$ cat config.mk
export PLATFORM = sky130hd
export DESIGN_NAME = ram_stream_reader
export DESIGN_NICKNAME = d
export VERILOG_FILES = /design/src/rtl/ram_stream_reader.sv
export SDC_FILE = /design/constraint.sdc
export NUM_CORES = 1
export LEC_CHECK = 0
export BUFFER_PORTS_ARGS = -buffer_cell sky130_fd_sc_hd__clkbuf_2
export CORE_MARGIN = 2
export CORE_UTILIZATION = 57
export DETAILED_ROUTE_END_ITERATION = 8
export GPL_TIMING_DRIVEN = 0
export PLACE_DENSITY = 0.85
export SETUP_SLACK_MARGIN = 0.1
export SYNTH_ARGS = -nofsm -noshare
export SYNTH_HDL_FRONTEND = slang
export SYNTH_SLANG_ARGS = --single-unit
$ cat constraint.sdc
create_clock -name clk -period 3.9 [get_ports clk]
set_input_delay 0.585 -clock clk [delete_from_list [all_inputs] [get_ports clk]]
set_output_delay 0.585 -clock clk [all_outputs]
set_load 0.02 [all_outputs]
$ cat src/rtl/ram_stream_reader.sv
// ram_stream_reader: streams COUNT words from a synchronous-read RAM, starting at BASE.
// Latency: start -> ram_en 1 cycle, first m_valid 3 cycles, 1 word/cycle while m_ready is high.
// Backpressure: 2-entry output buffer. Reads stall while buffered + in-flight words would exceed 2.
//
// Ports:
//   clk, rst                 rising-edge clock, synchronous active-high reset
//   start, base_addr, count  launch a transfer; sampled in IDLE only; count==0 gives an empty transfer
//   busy, done               transfer in progress / 1-cycle completion pulse
//   ram_en, ram_addr         read-only RAM port with 1-cycle read latency
//   ram_dout                 RAM read data, valid the cycle after ram_en
//   m_valid, m_data, m_last  output stream; m_last marks word count-1
//   m_ready                  sink handshake input
//   csum                     mod-2^DW sum of the accepted words (only with RAM_STREAM_CHECKSUM_EN)
// Build option: define RAM_STREAM_CHECKSUM_EN to add the csum output and its accumulator.
module ram_stream_reader #(
   parameter int AW = 8,
   parameter int DW = 16
) (
   input  logic          clk,
   input  logic          rst,
   input  logic          start,
   input  logic [AW-1:0] base_addr,
   input  logic [AW-1:0] count,
   output logic          busy,
   output logic          done,
   output logic          ram_en,
   output logic [AW-1:0] ram_addr,
   input  logic [DW-1:0] ram_dout,
   output logic          m_valid,
   output logic [DW-1:0] m_data,
   output logic          m_last,
   input  logic          m_ready
`ifdef RAM_STREAM_CHECKSUM_EN
   ,
   output logic [DW-1:0] csum
`endif
);

   typedef enum logic [1:0] {IDLE, RUN, DRAIN} state_t;

   state_t        state, state_nxt;
   logic [AW-1:0] rd_addr;      // next address to read
   logic [AW-1:0] rd_left;      // reads still to issue
   logic          rd_vld;       // read issued last cycle, so ram_dout is valid now
   logic          rd_last;      // that read was the final word
   logic [DW-1:0] buf0_data, buf1_data;
   logic          buf0_last, buf1_last;
   logic [1:0]    buf_cnt;      // buf0 is the head
   logic          pop, issue, issue_last, done_nxt, accept_start;
   logic [1:0]    occ;

   assign pop          = m_valid & m_ready;
   assign accept_start = (state == IDLE) && start;
   assign m_valid      = (buf_cnt != 2'd0);
   assign m_data       = buf0_data;
   assign m_last       = buf0_last & m_valid;
   assign busy         = (state != IDLE);
   assign ram_en       = issue;
   assign ram_addr     = rd_addr;

   // Buffer occupancy once this cycle's pop and arriving word are applied.
   // A read issued now lands one cycle later, so issuing only while this is
   // below 2 never overflows the buffer. Counting the pop as a credit in the
   // same cycle is what allows back-to-back reads at full rate.
   assign occ = buf_cnt + {1'b0, rd_vld} - {1'b0, pop};

   always_comb begin
      state_nxt  = state;
      issue      = 1'b0;
      issue_last = 1'b0;
      done_nxt   = 1'b0;
      case (state)
         IDLE: begin
            if (start) begin
               if (count == '0) begin
                  done_nxt = 1'b1;
               end else begin
                  state_nxt = RUN;
               end
            end
         end
         RUN: begin
            if (occ < 2'd2) begin
               issue = 1'b1;
               if (rd_left == AW'(1)) begin
                  issue_last = 1'b1;
                  state_nxt  = DRAIN;
               end
            end
         end
         DRAIN: begin
            if (pop && buf0_last) begin
               done_nxt  = 1'b1;
               state_nxt = IDLE;
            end
         end
         default: state_nxt = IDLE;
      endcase
   end

   always_ff @(posedge clk) begin
      if (rst) begin
         state     <= IDLE;
         done      <= 1'b0;
         rd_addr   <= '0;
         rd_left   <= '0;
         rd_vld    <= 1'b0;
         rd_last   <= 1'b0;
         buf_cnt   <= 2'd0;
         buf0_data <= '0;
         buf1_data <= '0;
         buf0_last <= 1'b0;
         buf1_last <= 1'b0;
      end else begin
         state   <= state_nxt;
         done    <= done_nxt;
         rd_vld  <= issue;
         rd_last <= issue_last;

         if (accept_start && (count != '0)) begin
            rd_addr <= base_addr;
            rd_left <= count;
         end else if (issue) begin
            rd_addr <= rd_addr + AW'(1);   // wraps at 2^AW
            rd_left <= rd_left - AW'(1);
         end

         case ({pop, rd_vld})
            2'b01: begin
               if (buf_cnt == 2'd0) begin
                  buf0_data <= ram_dout;
                  buf0_last <= rd_last;
               end else begin
                  buf1_data <= ram_dout;
                  buf1_last <= rd_last;
               end
               buf_cnt <= buf_cnt + 2'd1;
            end
            2'b10: begin
               buf0_data <= buf1_data;
               buf0_last <= buf1_last;
               buf_cnt   <= buf_cnt - 2'd1;
            end
            2'b11: begin
               if (buf_cnt == 2'd1) begin
                  buf0_data <= ram_dout;
                  buf0_last <= rd_last;
               end else begin
                  buf0_data <= buf1_data;
                  buf0_last <= buf1_last;
                  buf1_data <= ram_dout;
                  buf1_last <= rd_last;
               end
            end
            default: ;
         endcase
      end
   end

`ifdef RAM_STREAM_CHECKSUM_EN
   logic [DW-1:0] csum_q;

   always_ff @(posedge clk) begin
      if (rst) begin
         csum_q <= '0;
      end else if (accept_start) begin
         csum_q <= '0;
      end else if (pop) begin
         csum_q <= csum_q + m_data;
      end
   end

   assign csum = csum_q;
`endif

endmodule

==> results of run 1 <==
==> how the worst max path moves through the flow <==
stage                     startpoint      to  cells past startpoint
final                     buf_cnt[1]  ram_en                      9
after global routing      buf_cnt[0]  ram_en                      9
after CTS                 buf_cnt[1]  ram_en                      9
after detailed placement  buf_cnt[0]  ram_en                      9
after global placement    buf_cnt[0]  ram_en                      9
after floorplan           buf_cnt[0]  ram_en                      8
==> through the flow <==
step	std cells	area (um^2)
2_1_floorplan	298	2633
6_report	430	3199
3_5_place_dp	414	3018
3_3_place_gp	414	3018
4_1_cts	430	3199
5_1_grt	430	3199
==> registers in the layout (all words and copies together), names as in the netlist <==
register,cells
buf1_data,16
m_data,16
buf1_last,1
state,2
buf0_last,1
rd_last,1
rd_vld,1
buf_cnt,2
rd_left,8
done,1
ram_addr,8
==> synthesized netlist by cell type (all sizes together), types with 4 or more instances <==
cell type  number  area share (%)
nor3            4            0.76
nor2           53             7.6
dfxtp          57              43
mux2i          19             7.4
clkbuf         13             1.9
nand3          10             1.9
a211oi         19             5.4
buf             6             1.6
nand2          14             2.0
a311oi          7             2.3
a22oi          18             5.1
inv            10             1.4
a21oi           8             1.7
or3             8             1.9
ha              7             3.3
o21ai           5            0.95
==> kinds of logic (layout without fill, tap and decap cells) <==
| group | after synthesis | in the layout | share of synthesized area [%] |
|---|---|---|---|
| AO/OA/AOI/OAI | 75 | 75 | 20.72 |
| XOR/XNOR | 4 | 4 | 1.331 |
| adder cells (fa/ha/maj) | 7 | 7 | 3.327 |
| buffers and inverters | 29 | 109 | 4.848 |
| flip-flops | 57 | 57 | 43.35 |
| multiplexers | 20 | 20 | 7.794 |
| AND/OR/NAND/NOR | 106 | 106 | 18.63 |
==> layout make-up <==
type	instances	area share [%]
Clock buffer	10	4.302
Inverter	10	1.173
Multi-Input combinational cell	212	42.63
Clock inverter	6	1.369
Timing Repair Buffer	64	10.01
Buffer	19	2.816
Sequential cell	57	35.67
Tap cell	52	2.034
==> power by group through the flow <==
| stage | clock (mW) | combinational, mW | sequential [mW] |
|---|---|---|---|
| after detailed placement | 0 | 0.771 | 0.786 |
| final | 0.499 | 0.778 | 0.777 |
| after CTS | 0.507 | 0.775 | 0.775 |
| after global routing | 0.537 | 0.850 | 0.792 |
| after floorplan | 0 | 0.479 | 0.853 |
| after global placement | 0 | 0.750 | 0.782 |
==> worst reg2reg max path: cells and delay by family, from the launching register on <==
family	cells	cell delay, ns
compound gates	3	0.98
fa+ha+maj	2	0.46
buf+inv	3	0.68
flops	1	0.33
simple gates	1	0.08
==> placed cells by master (no fill, tap or decap), types with 3 or more instances in the layout <==
| cell type | count |
|---|---|
| or2_2 | 3 |
| mux2i_1 | 18 |
| a311oi_1 | 7 |
| xor2_1 | 3 |
| a31oi_1 | 3 |
| o211ai_1 | 3 |
| clkinvlp_4 | 4 |
| a21oi_1 | 7 |
| buf_2 | 3 |
| inv_1 | 10 |
| a22oi_1 | 18 |
| clkbuf_2 | 64 |
| nand3_1 | 10 |
| nor2_1 | 53 |
| nor3_1 | 4 |
| o21ai_0 | 4 |
| nand2_1 | 14 |
| dfxtp_1 | 57 |
| or3_1 | 8 |
| clkbuf_1 | 13 |
| clkbuf_8 | 10 |
| a211oi_1 | 19 |
| ha_1 | 7 |
==> layer usage <==
layer	share of wire, %	routed length [um]
met5	0	0
met2	48	3100
met3	8.8	563
met4	1.9	123
met1	41	2641
==> impl_metrics.toml, run 1 <==
[grt]
grt_pass1_vias = 2369
grt_pass1_wl_um = 10520
met3_usage_pct = 8.611
grtUsageMet1_pct = 31.98
grt.busiest_layer = "met2"
grt_util_all_layers_pct = 26.52
grt_start_max_net_pins = 12
overflow = 0
antenna_found_initial = 0
use_met2_pct = 43.21

[sta]
tightest_slew_ns = 0.6650
final_hold_viol_count = 0
max_freq_mhz = 335.8
rsz0062_at_grt = "false"
fin_ws_ns = 0.9223
finalSetupTns_ns = 0
setup_viol = 0
min_period_ns = 2.978
finalCritPeriodShare_pct = 76.35
finalClockSkew_ns = 0.008241
maxSlewHeadroom_pct = 55.27
whs_ns = 0.4944
final_max_slew_viol_count = 0

[cts]
postCtsHoldBufs = 0
ctsLongestPathBuffers = 2
clkTransAtPathRegs_ns = 0.07
cts-resized-gates = 0
post_cts_buffers = 0
cts_root_buf = "clkbuf_8"
cts_tree = "built"
clkLatencyLatePin_ns = 0.34
cts_buffers = 9
cts.htree.levels = 3
cts.sink_count = 57

[die]
num_rows = 24
fp.dieH_um = 71.96
initial_utilization_pct = 59.64
dieArea_mm2 = 0.005178
ioPinCount = 65
core_mm2 = 0.004414
die_x_um = 71.96

[placed_design]
port_buffers = 64
gp_congestion = 0.9429
pre_cts_ws_ns = 1.276
place_hpwl_um = 4583

[power]
internal_power_mw = 1.234
power_switching_uw = 820.4
design_power_total_mw = 2.055
sw_frac_of_total_pct = 39.93
power.share.clock_pct = 24.3
p_seq_share_pct = 37.8
power_density_mw_per_mm2 = 642.2
power.leakage_nw = 1.286
ir_drop_uv = 371.2
p_comb_share_pct = 37.9

[layout]
diodes = 0
ff_latch_area_mm2 = 0.001141
final_nets = 416
post-route-util_pct = 72.48
area_delta_synth_final_pct = 21.53
drive_gt1_share_pct = 24.34
multiInputGateArea_mm2 = 0.001364
filler_cell_count = 359

[setup_path]
worstPathRequired_ns = 3.31
startpoint_type = "flop"
max_stage_delay_ns = 0.37
ff2ff_path_depth = 9
r2r_slack_ns = 1.27
r2r_end = "m_data[8]"
critical_path.max_fanout = 10
crit_arrival_ns = 2.39
r2r-start = "buf_cnt[1]"
worst_setup_path_end_kind = "primary output"
critPathBufInv = 5
crit_chain = "inv_1 -> ha_1 -> nor2b_1 -> buf_6 -> mux2i_2 -> mux2i_1 -> buf_6 -> inv_1 -> clkbuf_2"
worstSetupPathType = "flop to primary output"
crit_family = "buffers and inverters"
slowest_stage = "dfxtp_1"

[synthesis]
async_flop_share_pct = 0
synth-main-ff-cell = "dfxtp_1"
synth_cell_types = 45
syn_inst = 298
ys_seq_elements = 57
yosys_warnings = 0
synth-edff-count = 0
syn_avg_cell_area_um2 = 8.834
syn-num-nets = 341
seq_area_frac_synth_pct = 43.35
synth_area_mm2 = 0.002633

[detailed_routing]
wire_per_inst_um = 14.95
vias_per_cell = 5.972
wl_um = 6430
remaining_drc_errors = 0
firstDrtPassIters = 5
vias = 2568
ant_nets = 0
drtIter0Drc = 207

[min_path]
min_path_type = "primary input to flop"
hold_end = "buf1_data[3]"
whs_path_depth = 3
min_from = "ram_dout[3]"

[status]
status = "finished clean"

[flow_run]
maxCapViolations = 0
(Power assumes the default switching activity.)
==> inputs of run 2 (changes only) <==
CORE_UTILIZATION = 48   (was 57)
PLACE_DENSITY = 0.76   (was 0.85)
clock period = 2.65 ns   (was 3.9 ns; I/O delays follow)
==> run 2 against run 1 <==
Clock power grew 88%. Register-to-register slack lost 1.0 ns. Non-clock buffer count grew 4. Power grew 61%. Largest cell class unchanged. Combinational power grew 58%. Flip-flop and latch count is the same. First-iteration DRC count shrank 40%. Core utilization shrank 8.2 points. Sequential power grew 48%. Setup slack lost 0.74 ns. Design area grew 4.6%.
==> impl_metrics.toml, run 2 (synthesized netlist as in run 1, its figures left out) <==
[setup_path]
crit_chain = "inv_1 -> ha_4 -> nor2b_2 -> buf_6 -> mux2i_4 -> mux2i_2 -> buf_6 -> clkinvlp_4 -> buf_4"
crit_cells = 9
crit_top_cell = "buf_6"
critPathBufInv = 5
r2r_slack_ns = 0.24
worstSetupPathType = "flop to primary output"
ff2ff_path_depth = 11
critical_path.max_fanout = 5
critPathLaunch = "buf_cnt[0]"
slowest_stage = "dfxtp_4"
worst_setup_path_end_kind = "primary output"
worstPathRequired_ns = 2.25
max_stage_delay_ns = 0.36
cp-endpoint = "ram_en"
crit_family = "buffers and inverters"
startpoint_type = "flop"
crit_arrival_ns = 2.07
r2r-start = "buf_cnt[0]"
r2r_end = "ram_addr[3]"

[die]
die_x_um = 78.06
ioPinCount = 65
fp.dieH_um = 78.06
core_mm2 = 0.005205
num_rows = 26
initial_utilization_pct = 50.58
dieArea_mm2 = 0.006093

[placed_design]
gp_congestion = 0.8970
port_buffers = 64
place_hpwl_um = 4577
placed_area_mm2 = 0.003040

[sta]
maxSlewHeadroom_pct = 56.12
tightest_slew_ns = 0.6524
finalCritPeriodShare_pct = 92.98
min_period_ns = 2.464
rsz0062_at_grt = "false"
whs_ns = 0.3060
max_freq_mhz = 405.8
final_hold_viol_count = 0
finalClockSkew_ns = 0.01132
setup_viol = 0
finalSetupTns_ns = 0
final_max_slew_viol_count = 0

[power]
ir_drop_uv = 671.2
power.share.clock_pct = 28.2
power_switching_mw = 1.262
power.leakage_nw = 1.331
power_density_mw_per_mm2 = 991.7
design_power_total_mw = 3.318
p_seq_share_pct = 34.7
sw_frac_of_total_pct = 38.04
internal_power_mw = 2.056
p_comb_share_pct = 37.1

[grt]
overflow = 0
grt_pass1_vias = 2287
grt_start_max_net_pins = 13
grt_util_all_layers_pct = 22.22
grt_pass1_wl_um = 10710
antenna_found_initial = 0

[layout]
area_delta_synth_final_pct = 27.09
final_nets = 420
mostFrequentLayoutCell = "clkbuf_2"
drive_gt1_share_pct = 27.75
filler_cell_count = 473
diodes = 0
finish.instance_area_mm2 = 0.003346
final_cell_mix = "65 x clkbuf_2, 55 x dfxtp_1, 53 x nor2_1"
multiInputGateArea_mm2 = 0.001395
ff_latch_area_mm2 = 0.001149

[detailed_routing]
remaining_drc_errors = 0
wire_per_inst_um = 14.60
ant_nets = 0
vias_per_cell = 5.531
wl_um = 6597
vias = 2500
drtIter0Drc = 125
firstDrtPassIters = 5

[cts]
cts_root_buf = "clkbuf_8"
cts_tree = "built"
postCtsHoldBufs = 0
ctsLongestPathBuffers = 2
cts.htree.levels = 3
cts.sink_count = 57
clkTransAtPathRegs_ns = 0.08
cts_buffers = 9
clkLatencyLatePin_ns = 0.35

[flow_run]
maxCapViolations = 0

[status]
status = "finished clean"

[min_path]
min_path_type = "primary input to flop"
min_from = "ram_dout[12]"
run 2: tightest hold or removal path: stages:
cell      delay (ns)
clkbuf_2        0.09
mux2i_1         0.06
nor2_1          0.07
run 2: repair_timing:
action | in CTS | in global routing
setup buffers | 2 | 2
cloned | 0 | 0
setup endpoints to repair | 11 | 29
resized for setup | 8 | 11
run 2: how the worst min path moves through the flow:
stage | to | slack, ns | cells past startpoint
final | buf1_data[12] | 0.31 | 3
after floorplan | buf1_data[0] | 0.46 | 2
after CTS | buf1_data[12] | 0.30 | 3
after global placement | buf1_data[3] | 0.47 | 2
after detailed placement | buf1_last | 0.48 | 2
after global routing | buf1_data[1] | 0.31 | 3
run 2: metal layers:
layer | vias up | global-route usage, % | share of wire [%]
li1 | 1243 | - | -
met1 | 1156 | 29.08 | 46
met2 | 92 | 35.52 | 46
met3 | 9 | 5.862 | 6.8
met4 | 0 | 7.895 | 1.8
met5 | - | 0 | 0
run 2: area by class of cell:
cell class,count,area share (%)
inverter,10,1.309
clock inverter,7,3.029
tap,70,2.618
multi-input combinational,212,41.70
sequential,57,34.33
timing repair buffer,68,10.55
clock buffer,9,3.702
buffer,19,2.767
run 2: through the flow:
| stage | std cells | setup WS (ns) | utilization [%] |
|---|---|---|---|
| final | 452 | 0.1859 | 64.28 |
| after CTS | 450 | 0.05420 | 63.56 |
| after global placement | 432 | 0.07176 | 58.41 |
| after floorplan | 298 | 0.4051 | - |
| after global routing | 452 | 0.08130 | 64.28 |
| after detailed placement | 432 | 0.04341 | 58.41 |
run 2: power groups by stage:
| stage | Sequential, mW | Combinational [mW] | Clock, mW |
|---|---|---|---|
| floorplan | 1.26 | 0.705 | 0 |
| finish | 1.15 | 1.23 | 0.937 |
| detailed placement | 1.16 | 1.14 | 0 |
| CTS | 1.14 | 1.18 | 0.941 |
| global placement | 1.15 | 1.12 | 0 |
| global route | 1.17 | 1.35 | 0.976 |
==> inputs of run 3 (changes only) <==
CORE_UTILIZATION = 50   (was 48)
CTS_BUF_LIST = sky130_fd_sc_hd__clkbuf_4   (was unset)
PLACE_DENSITY = 0.79   (was 0.76)
==> run 3 against run 2 <==
Largest cell class unchanged. Sequential power barely moved. Design area did not move. Critical path type unchanged. Fmax shrank 2.1%. Core utilization up 1.2 points. Largest power group unchanged. Clock power decreased by 11%. Global-route usage up 1.5 points.
==> impl_metrics.toml, run 3 (synthesized netlist as in run 1, its figures left out) <==
[detailed_routing]
vias = 2594
vias_per_cell = 5.689
wl_um = 6782
ant_nets = 0
firstDrtPassIters = 5
wire_per_inst_um = 14.87
remaining_drc_errors = 0
drtIter0Drc = 140

[min_path]
min_path_type = "primary input to flop"
hold_end = "buf1_data[2]"
whs_path_depth = 3
min_from = "ram_dout[2]"

[grt]
overflow = 0
antenna_found_initial = 0
grt_util_all_layers_pct = 23.77
grt_pass1_vias = 2500
grt_pass1_wl_um = 11090
grt_start_max_net_pins = 12

[sta]
finalCritPeriodShare_pct = 94.96
final_max_slew_viol_count = 0
finalSetupTns_ns = 0
final_hold_viol_count = 0
setup_viol = 0
tightest_slew_ns = 0.6128
finalClockSkew_ns = 0.007447
max_freq_mhz = 397.4
rsz0062_at_grt = "true"
fin_ws_ns = 0.1336
maxSlewHeadroom_pct = 58.78
min_period_ns = 2.516

[die]
initial_utilization_pct = 51.54
die_x_um = 76.56
core_mm2 = 0.005107
dieArea_mm2 = 0.005861
fp.dieH_um = 76.56
num_rows = 26
ioPinCount = 65

[layout]
multiInputGateArea_mm2 = 0.001400
area_delta_synth_final_pct = 27.09
drive_gt1_share_pct = 28.50
final_cell_mix = "64 x clkbuf_2, 55 x dfxtp_1, 53 x nor2_1"
final_nets = 424
mostFrequentLayoutCell = "clkbuf_2"
diodes = 0
ff_latch_area_mm2 = 0.001146
filler_cell_count = 455

[setup_path]
crit_arrival_ns = 2.12
slowest_stage = "dfxtp_2"
worstSetupPathType = "flop to primary output"
crit_family = "buffers and inverters"
r2r_end = "ram_addr[3]"
crit_chain = "inv_4 -> ha_4 -> nor2b_4 -> buf_6 -> mux2i_4 -> mux2i_2 -> buf_6 -> clkinvlp_4 -> buf_8"
max_stage_delay_ns = 0.36
critPathBufInv = 5
worst_setup_path_end_kind = "primary output"
startpoint_type = "flop"
crit_top_cell = "buf_6"
ff2ff_path_depth = 11
worstPathRequired_ns = 2.25
r2r-start = "buf_cnt[1]"
critical_path.max_fanout = 4
r2r_slack_ns = 0.23

[cts]
clkLatencyLatePin_ns = 0.41
cts_buffers = 9
clkTransAtPathRegs_ns = 0.11
ctsLongestPathBuffers = 2
cts.sink_count = 57
cts.htree.levels = 3
cts_tree = "built"
cts_root_buf = "clkbuf_4"
postCtsHoldBufs = 0

[placed_design]
gp_congestion = 0.9059
port_buffers = 64
place_hpwl_um = 4743
pre_cts_ws_ns = 0.03575

[status]
status = "finished clean"

[flow_run]
maxCapViolations = 0

[power]
ir_drop_uv = 610.7
power.leakage_nw = 1.339
power_density_mw_per_mm2 = 976.0
-- run 3: cell types whose count changed in the layout (fill, tap and decap cells not counted), moves of 2 or more --
cell and change:
clkbuf_4 +9, inv_6 -2, clkbuf_8 -9, buf_4 +3
-- run 3: per-layer routing --
layer	share of wire (%)	wire length (um)	up-vias	GRT usage [%]
met5	0	0	-	0
met2	49	3320	110	40.62
met4	2.2	150	0	10.91
li1	-	-	1259	-
met1	42	2841	1209	28.54
met3	6.9	469	16	5.095
-- run 3: cell type report --
cell class	instances	share of cell area, %
tap	70	2.618
sequential	57	34.26
clock buffer	9	2.019
timing repair buffer	72	11.67
inverter	10	1.309
multi-input combinational	212	41.85
clock inverter	7	3.553
buffer	19	2.730
-- run 3: tightest hold or removal path: cells and delay by family --
kind / cells / cell delay, ns
buf+inv: 1 / 0.09
mux: 1 / 0.06
simple gates: 1 / 0.07
-- run 3: stage by stage --
step / power, mW / hold slack, ns / instance area (um^2) / util (%) / cells
4_1_cts: 3.225 / 0.2352 / 3317 / 64.94 / 454
3_5_place_dp: 2.298 / 0.4845 / 3040 / 59.53 / 432
5_1_grt: 3.453 / 0.2454 / 3346 / 65.51 / 456
3_3_place_gp: 2.266 / 0.4738 / 3040 / 59.53 / 432
6_report: 3.265 / 0.2433 / 3346 / 65.51 / 456
2_1_floorplan: 1.961 / 0.4613 / 2633 / - / 298
-- run 3: report_power, final --
group	leakage, nW	internal, mW	switching, mW	total, mW
sequential	0.468	1.02	0.120	1.14
combinational	0.779	0.528	0.763	1.29
clock	0.0921	0.477	0.353	0.830
-- run 3: worst max path at each step --
stage,cells past startpoint,slack [ns],start,to
2_1_floorplan,10,0.41,buf_cnt[0],ram_addr[2]
3_3_place_gp,9,0.12,buf_cnt[1],m_data[9]
3_5_place_dp,9,0.04,buf_cnt[1],m_data[12]
4_1_cts,9,0.12,buf_cnt[0],ram_en
5_1_grt,9,0.05,buf_cnt[1],ram_en
6_report,9,0.13,buf_cnt[1],ram_en
-- run 3: timing repair --
| item | 4_1_cts | 5_1_grt |
|---|---|---|
| setup endpoints to repair | 13 | 13 |
| buffers inserted | 6 | 2 |
| gates resized for setup | 11 | 7 |
| gates cloned | 0 | 0 |
| pin swaps | 1 | 1 |
